==> src/rtl/pq_pkg.sv <==
// Shared types for the priority-queue stream adapter: queue command
// encoding, adapter FSM states and the settle counter width.
package pq_pkg;

    localparam int CNT_W = 4;

    typedef enum logic [1:0] {
        OP_NONE,
        OP_PUSH,
        OP_POP,
        OP_REPLACE
    } pq_op_e;

    typedef enum logic {
        IDLE,
        SETTLE
    } adapter_state_e;

    function automatic pq_op_e op_decode(input logic push, input logic pop);
        pq_op_e op;
        op = OP_NONE;
        unique case (1'b1)
            (push && pop):  op = OP_REPLACE;
            (push && !pop): op = OP_PUSH;
            (!push && pop): op = OP_POP;
            default:        op = OP_NONE;
        endcase
        return op;
    endfunction

endpackage

==> src/rtl/pq_out_buf.sv <==
// One-entry valid/ready register slice holding the prefetched head key
// so m_valid/m_data are registered and stable until accepted.
module pq_out_buf #(
    parameter int DW = 16
) (
    input  logic          CLK,
    input  logic          RSTn,
    input  logic          in_valid_i,
    output logic          in_ready_o,
    input  logic [DW-1:0] in_data_i,
    output logic          out_valid_o,
    input  logic          out_ready_i,
    output logic [DW-1:0] out_data_o
);

    logic          valid_q, valid_d;
    logic [DW-1:0] data_q, data_d;

    assign in_ready_o  = !valid_q || out_ready_i;
    assign out_valid_o = valid_q;
    assign out_data_o  = data_q;

    always_comb begin
        valid_d = valid_q;
        data_d  = data_q;
        if (in_valid_i && in_ready_o) begin
            valid_d = 1'b1;
            data_d  = in_data_i;
        end else if (out_ready_i) begin
            valid_d = 1'b0;
        end
    end

    always_ff @(posedge CLK or negedge RSTn) begin
        if (!RSTn) begin
            valid_q <= 1'b0;
            data_q  <= '0;
        end else begin
            valid_q <= valid_d;
            data_q  <= data_d;
        end
    end

endmodule

==> src/rtl/pq_stream_adapter.sv <==
// Stream front-end for a min-priority queue with enforced settle time.
// Define PQ_PREFETCH_EN for a registered one-entry output buffer.
module pq_stream_adapter
    import pq_pkg::*;
#(
    parameter int DATA_WIDTH    = 16,
    parameter int QUEUE_SIZE    = 4,
    parameter int SETTLE_CYCLES = 1
) (
    input  logic                              CLK,
    input  logic                              RSTn,
    input  logic                              s_valid,
    output logic                              s_ready,
    input  logic [DATA_WIDTH-1:0]             s_data,
    output logic                              m_valid,
    input  logic                              m_ready,
    output logic [DATA_WIDTH-1:0]             m_data,
    output logic                              pq_wrt,
    output logic                              pq_read,
    output logic [DATA_WIDTH-1:0]             pq_data,
    input  logic                              pq_full,
    input  logic                              pq_empty,
    input  logic [DATA_WIDTH-1:0]             pq_head,
    output logic [$clog2(QUEUE_SIZE+1)-1:0]   o_count,
    output logic                              o_busy,
    output logic                              o_err
);

    localparam int CW = $clog2(QUEUE_SIZE + 1);
    localparam logic [CW-1:0]    QMAX      = CW'(QUEUE_SIZE);
    localparam logic [CNT_W-1:0] SETTLE_LD = CNT_W'(SETTLE_CYCLES);

    adapter_state_e   state_q, state_d;
    logic [CNT_W-1:0] cnt_q, cnt_d;
    logic [CW-1:0]    count_q, count_d;
    logic             err_q, err_d;

    logic   idle;
    logic   fetch;
    logic   push;
    pq_op_e op;

    // Commands are suppressed while reset is held, not just after it.
    assign idle = RSTn && (state_q == IDLE);

`ifdef PQ_PREFETCH_EN
    logic buf_ready;

    assign fetch = idle && !pq_empty && buf_ready;

    pq_out_buf #(
        .DW (DATA_WIDTH)
    ) u_out_buf (
        .CLK         (CLK),
        .RSTn        (RSTn),
        .in_valid_i  (fetch),
        .in_ready_o  (buf_ready),
        .in_data_i   (pq_head),
        .out_valid_o (m_valid),
        .out_ready_i (m_ready),
        .out_data_o  (m_data)
    );
`else
    assign m_valid = idle && !pq_empty;
    assign m_data  = RSTn ? pq_head : '0;
    assign fetch   = m_valid && m_ready;
`endif

    assign s_ready = idle && (!pq_full || fetch);
    assign push    = s_valid && s_ready;
    assign op      = op_decode(push, fetch);

    assign pq_wrt  = (op == OP_PUSH) || (op == OP_REPLACE);
    assign pq_read = (op == OP_POP) || (op == OP_REPLACE);
    assign pq_data = s_data;

    assign o_count = count_q;
    assign o_busy  = (state_q == SETTLE);
    assign o_err   = err_q;

    always_comb begin
        state_d = state_q;
        cnt_d   = cnt_q;
        unique case (state_q)
            IDLE: begin
                if (op != OP_NONE) begin
                    state_d = SETTLE;
                    cnt_d   = SETTLE_LD;
                end
            end
            SETTLE: begin
                if (cnt_q <= CNT_W'(1)) begin
                    state_d = IDLE;
                    cnt_d   = '0;
                end else begin
                    cnt_d = cnt_q - CNT_W'(1);
                end
            end
            default: begin
                state_d = IDLE;
                cnt_d   = '0;
            end
        endcase
    end

    always_comb begin
        count_d = count_q;
        unique case (op)
            OP_PUSH: if (count_q != QMAX) count_d = count_q + CW'(1);
            OP_POP:  if (count_q != '0)   count_d = count_q - CW'(1);
            default: count_d = count_q;
        endcase
    end

    // Queue status must agree with our own occupancy whenever idle.
    always_comb begin
        err_d = err_q;
        if (state_q == IDLE) begin
            if ((pq_empty != (count_q == '0)) ||
                (pq_full != (count_q == QMAX)))
                err_d = 1'b1;
        end
    end

    always_ff @(posedge CLK or negedge RSTn) begin
        if (!RSTn) begin
            state_q <= IDLE;
            cnt_q   <= '0;
            count_q <= '0;
            err_q   <= 1'b0;
        end else begin
            state_q <= state_d;
            cnt_q   <= cnt_d;
            count_q <= count_d;
            err_q   <= err_d;
        end
    end

endmodule

==> config.mk <==
export PLATFORM = sky130hd
export DESIGN_NAME = pq_stream_adapter
export DESIGN_NICKNAME = d
export VERILOG_FILES = /design/src/rtl/pq_pkg.sv /design/src/rtl/pq_out_buf.sv /design/src/rtl/pq_stream_adapter.sv
export SDC_FILE = /design/constraint.sdc
export NUM_CORES = 1
export LEC_CHECK = 0
export ABC_CLOCK_PERIOD_IN_PS = 2260
export CELL_PAD_IN_SITES_DETAIL_PLACEMENT = 2
export CELL_PAD_IN_SITES_GLOBAL_PLACEMENT = 2
export CORE_UTILIZATION = 13
export DETAILED_ROUTE_END_ITERATION = 10
export PLACE_DENSITY = 0.83
export SLEW_MARGIN = 20
export SYNTH_ARGS = -nofsm -noshare
export SYNTH_HDL_FRONTEND = slang
export SYNTH_SLANG_ARGS = --single-unit
==> constraint.sdc <==
create_clock -name CLK -period 2.26 [get_ports CLK]
set_input_delay 0.226 -clock CLK [delete_from_list [all_inputs] [get_ports CLK]]
set_output_delay 0.226 -clock CLK [all_outputs]
set_load 0.005 [all_outputs]
==> impl_metrics.toml <==
[timing]
timing.final.hold_violations = 0
slew-limit-headroom_pct = 71.6
rsz0062_at_grt = "no"
fmax_mhz = 462
drv_slew = 0
setup_viol = 0
skew_ns = 0.00805
finalCritPeriodShare_pct = 95.7
finalCriticalPeriod_ns = 2.16
tightest_slew_ns = 0.422
setup_slack_ns = 0.0970

[cts]
clockRootBuffer = "clkbuf_8"
postCtsHoldBufs = 0
cts.htree.levels = 1
cts_made_buffers = 3
cts_num_sinks = 9
clkSlewWorstSetupHoldPaths_ns = 0.05
clock_latency_ns = 0.24
cts_tree = "built"
clockBufferDepth = 2

[route]
totalWireLength_mm = 2.72
ant_nets = 0
post-route-drc-count = 0
routed_via_density = 3.88
drt_pass1_iterations = 3
wl_per_cell_um = 12.0
drt-initial-drc-count = 9
via_count = 880

[power_and_ir_drop]
clkPwrFrac_pct = 17.2
fin_total_pwr_mw = 1.13
p_int_mw = 0.693
power_frac_comb_pct = 55.3
leakagePower_nw = 0.640
swShare_pct = 38.7
power.net_switching_mw = 0.438
peakVddDrop_v = 0.000203
p_per_area_mw_per_mm2 = 768
seqPwrFrac_pct = 27.4

[critical_path]
cp_data_required_time_ns = 2.03
end_kind = "output pin"
r2r-start = "o_busy"
crit_arrival_ns = 1.94
startpoint = "pq_empty"
critPathMaxFanout = 3
critPathLaunchType = "input pin"
critPathKind = "input pin to output pin"

[place]
port_buffers = 46
dp_cells = 221
dp_hpwl_mm = 2.20
post-place-ws_ns = -0.364
place.gp.congestion = 0.686

[synth]
synthesis.nets = 150
synth_edf_count = 0
postSynthCellCount = 104
synth-async-reset-ratio_pct = 100
synth_commonest_cells = "and2_1, buf_4, dfrtp_1"
syn_area_sq_um = 851
synth-seq-area-share_pct = 26.5
synth_top_area_share_pct = 26.5
avgSynthCellArea_sq_um = 8.18
synth_largest_area_cell = "dfrtp_1"
ys_warn_count = 0
synth-main-ff-cell = "dfrtp_1"
synth_seq_cells = 9
ys_top_cells_by_area = "dfrtp_1, buf_4, and2_1"
synth_cell_types = 29

[finish]
area_growth_pct = 73.1
diodes = 0
drive_gt1_share_pct = 16.7
finalNonFillerCells = 227
n_fill_cell = 720
final_nets = 197
fin_util_pct = 23.2

[floorplanning]
io_pins = 79
initial_core_util_pct = 13.4
fp.coreArea_sq_mm = 0.00635
rows = 29
dieArea_sq_mm = 0.00687
die_w_um = 82.9
die_height_um = 82.9

[global_routing]
grt.total_usage_pct = 7.86
grt-ovfl-total = 0
grt_pass1_wl_mm = 4.42
grt_antenna_before_repair = 0
grt_max_degree = 26
grt_pass1_vias = 923

[outcome]
outcome = "finished clean"

[flow_run]
cap_violations = 0

[min_path]
hold_path.class = "input pin to async pin"
==> worst paths after layout <==
check                      slack [ns]  cells after the start         end
max                               0.1                      8      pq_wrt
min                              0.06                      2    cnt_q[3]
max reg2reg                      0.19                     10  o_count[2]
min reg2reg                      0.49                      2    cnt_q[1]
max in group asynchronous        2.00                      2  o_count[0]
min in group CLK                 0.45                      0  pq_data[0]
==> timing repair <==
action                                  CTS  global route
resized for setup                         4             7
endpoints found under the setup margin    2             1
gates cloned                              0             0
buffers inserted                          1             1
pin swaps                                 1             0
==> registers in the layout, summed over array words and instances (netlist names) <==
name,count
o_err,1
o_busy,1
cnt_q,4
o_count,3
==> cell type report <==
type	count	area (sq um)	share of cell area, %
sequential	9	225	15.3
timing repair buffer	59	559	38.0
tap	77	96.3	6.54
inverter	8	30.0	2.04
clock buffer	4	45.0	3.06
multi-input combinational	70	517	35.1
==> stage by stage <==
step | area [sq um] | TNS [ns] | hold WS, ns
after floorplan | 851 | 0 | -0.0696
after global placement | 1370 | -0.297 | 0.452
after detailed placement | 1370 | -0.511 | 0.452
after CTS | 1430 | 0 | 0.390
after global routing | 1470 | 0 | 0.104
final | 1470 | 0 | 0.0584
==> cell families (layout without fill, tap and decap cells) <==
| family | count (synthesis) | count (layout) | synth area share (%) |
|---|---|---|---|
| AND/OR/NAND/NOR | 41 | 41 | 27.8 |
| multiplexers | 1 | 1 | 1.18 |
| AO/OA/AOI/OAI | 19 | 19 | 13.7 |
| adder cells (fa/ha/maj) | 8 | 8 | 11.8 |
| flip-flops | 9 | 9 | 26.5 |
| XOR/XNOR | 1 | 1 | 1.03 |
| buffers and inverters | 25 | 71 | 18.1 |
==> metal layers <==
layer | global-route usage (%) | routed length [um] | vias up
li1 | - | - | 421
met1 | 9.27 | 1190 | 403
met2 | 13.0 | 1240 | 49
met3 | 1.69 | 221 | 7
met4 | 4.70 | 63 | 0
met5 | 0 | 0 | -
==> power by group through the flow <==
stage / registers (mW) / logic (mW) / clock network [mW]
after floorplan: 0.301 / 0.302 / 0
after global placement: 0.300 / 0.561 / 0
after detailed placement: 0.307 / 0.581 / 0
after CTS: 0.307 / 0.602 / 0.200
after global routing: 0.320 / 0.693 / 0.206
final: 0.310 / 0.626 / 0.195
==> placed cells by master, fill, tap and decap left out, types with 2 or more instances in the layout <==
cell | netlist | routed
inv_1 | 8 | 8
o21ai_0 | 5 | 5
nor3_1 | 2 | 2
a21oi_1 | 5 | 3
clkbuf_8 | 0 | 3
ha_1 | 8 | 6
or2_2 | 3 | 2
clkdlybuf4s50_1 | 0 | 44
dfrtp_1 | 9 | 9
and2_1 | 16 | 16
nor2b_1 | 2 | 2
nand3_1 | 4 | 4
buf_4 | 16 | 13
nand2b_1 | 3 | 2
nand2_1 | 4 | 4
nor2_1 | 4 | 4
==> worst max-delay path: stages <==
cell	delay (ns)
clkdlybuf4s50_1	0.47
nand2b_1	0.16
or2_4	0.15
inv_1	0.07
buf_4	0.15
ha_1	0.18
or2_2	0.28
dlygate4sd2_1	0.26
No activity file was read; power rests on OpenSTA's default activity.
==> edit: new RTL, config.mk and constraints unchanged <==
Add a define of `PQ_PREFETCH_EN`.
--- a/src/rtl/pq_stream_adapter.sv
+++ b/src/rtl/pq_stream_adapter.sv
@@ -2,2 +2,4 @@
 // Define PQ_PREFETCH_EN for a registered one-entry output buffer.
+`define PQ_PREFETCH_EN
+
 module pq_stream_adapter
Function: changed (a bounded check fails within 4 cycles, from zero or initial values and one cycle with RSTn low).
==> edit against the original RTL <==
  * Synthesized area up 70%
  * Sequential cell count up 17
  * Wire length up 41%
  * Power up 110%
  * Sequential share of layout area up 16 points
  * Largest cell class is now flip-flops and latches
  * Design area up 43%
  * Register-to-register slack about the same
  * Worst setup slack better by 0.063 ns
==> edit: results <==
group,metric,value,unit
power_and_ir_drop,peakVddDrop,0.319,mV
sta,fin_crit_sh,92.9,%
worst_setup_path,cp_top_family,"simple AND/OR/NAND/NOR gates",
placed_design,pre_cts_slack,-0.138,ns
grt,grt_pass1_wl,6180,um
power_and_ir_drop,power.density,1150,nW/um2
worst_setup_path,r2r_start,"o_busy",
placed_design,hpwl,3000,um
cells_and_area,bufAreaShareNonClock,26.1,%
synth,netlist_top_cells_count,"dfrtp_1 (26), buf_4 (16), o21ai_0 (10), mux2_2 (9), ha_1 (8)",
cells_and_area,multi_input_area,628,um2
cells_and_area,signal_buffers,58,
clocking,clkTransAtPathRegs,0.10,ns
routing,vias,1077,
synth,synth_cells,125,
synth,synth_seq_cells,26,
cells_and_area,largest_reg_flops,16,
synth,syn_nets,171,
cells_and_area,clockNetworkAreaShare,3.39,%
placed_design,placed_cell_area,2040,um2
min_path,hold_path_class,"in -> async",
cells_and_area,antenna_cells,0,
run_status,status,"finished, final reports clean",
clocking,post_cts_buffers,0,
grt,grtUsageMet1,8.13,%
synth,seq_area_frac_synth,44.9,%
routing,drtIter0Drc,13,
cells_and_area,multi_input_comb_cells,74,
floorplan,die_w,108,um
cells_and_area,nClkBuffers,3,
clocking,clk_path_buf_depth,2,
sta,clock-skew-final,0.00218,ns
grt,grt_max_degree,27,
routing,dr.pass1.iters,4,
cells_and_area,fillers,1249,
synth,synth_area_leaders,"dfrtp_1 (45%), buf_4 (8.3%), mux2_4 (7.3%)",
worst_setup_path,critPathMaxFanout,4,
grt,met3_usage,1.39,%
placed_design,dpl.cell_count,305,
synth,yosysWarningCount,0,
power_and_ir_drop,p_leak,0.882,nW
placed_design,gp_congestion,0.779,
cells_and_area,fin_nets,216,
cells_and_area,drive_above_1_share,24.9,%
sta,holdWs,0.174,ns
grt,met2_usage,12.3,%
sta,relSlewSlack,73.3,%
grt,track_usage,6.77,%
cells_and_area,sh_seq_area,30.9,%
clocking,clock_latency,0.28,ns
synth,yosysUniqueCellTypes,33,
grt,grt_pass1_vias,1227,
routing,drt-total-wl,3830,um
cells_and_area,inverters,7,
worst_setup_path,r2r_end,"o_count[2]",
worst_setup_path,critical_path.slowest_cell,"dfrtp_1",
grt,antenna_found_initial,0,
worst_setup_path,r2r_cells,12,
worst_setup_path,slowest_delay,0.40,ns
routing,via_per_inst,3.49,
[edit: power breakdown]
| part | switching [mW] | internal [mW] | total (mW) | leakage (nW) |
|---|---|---|---|---|
| clock | 0.171 | 0.237 | 0.408 | 0.0357 |
| combinational | 0.443 | 0.729 | 1.17 | 0.538 |
| sequential | 0.169 | 0.682 | 0.851 | 0.308 |
[edit: how the worst max path moves through the flow]
stage            from         end  slack, ns  depth (start not counted)
2_1_floorplan  o_busy  o_count[2]     -0.007                         14
3_3_place_gp     RSTn      pq_wrt      -0.04                          8
3_5_place_dp     RSTn  o_count[2]      -0.14                         13
4_1_cts        o_busy      pq_wrt       0.07                          7
5_1_grt        o_busy  o_count[2]      0.004                         12
6_report       o_busy      pq_wrt       0.16                          7
[edit: timing repair]
action,in CTS,in global routing
cloned,0,0
hold endpoints to repair,0,0
pin swaps,0,0
setup endpoints to repair,1,1
resized for setup,2,1
[edit: worst register-to-register path, delay by kind of cell (launching register included)]
| family | cells | cell delay (ns) |
|---|---|---|
| compound gates | 4 | 0.40 |
| xor+xnor | 1 | 0.16 |
| simple gates | 4 | 0.60 |
| flops | 1 | 0.40 |
| buf+inv | 1 | 0.07 |
| fa+ha+maj | 2 | 0.38 |
[edit: logic make-up after synthesis]
group / after synthesis / synth area share [%]
DFF: 26 / 44.9
and+or+nand+nor: 26 / 11.1
xor gates and xnor gates: 1 / 0.605
adders and majority gates: 8 / 6.91
muxes: 17 / 14.9
buffers and inverters: 25 / 12.6
AOI/OAI and AO/OA: 22 / 8.90
[edit: routing by layer]
metal	share of wire, %	vias to the layer above
li1	-	501
met2	55	21
met1	42	551
met5	0	-
met4	0.44	0
met3	2.8	4
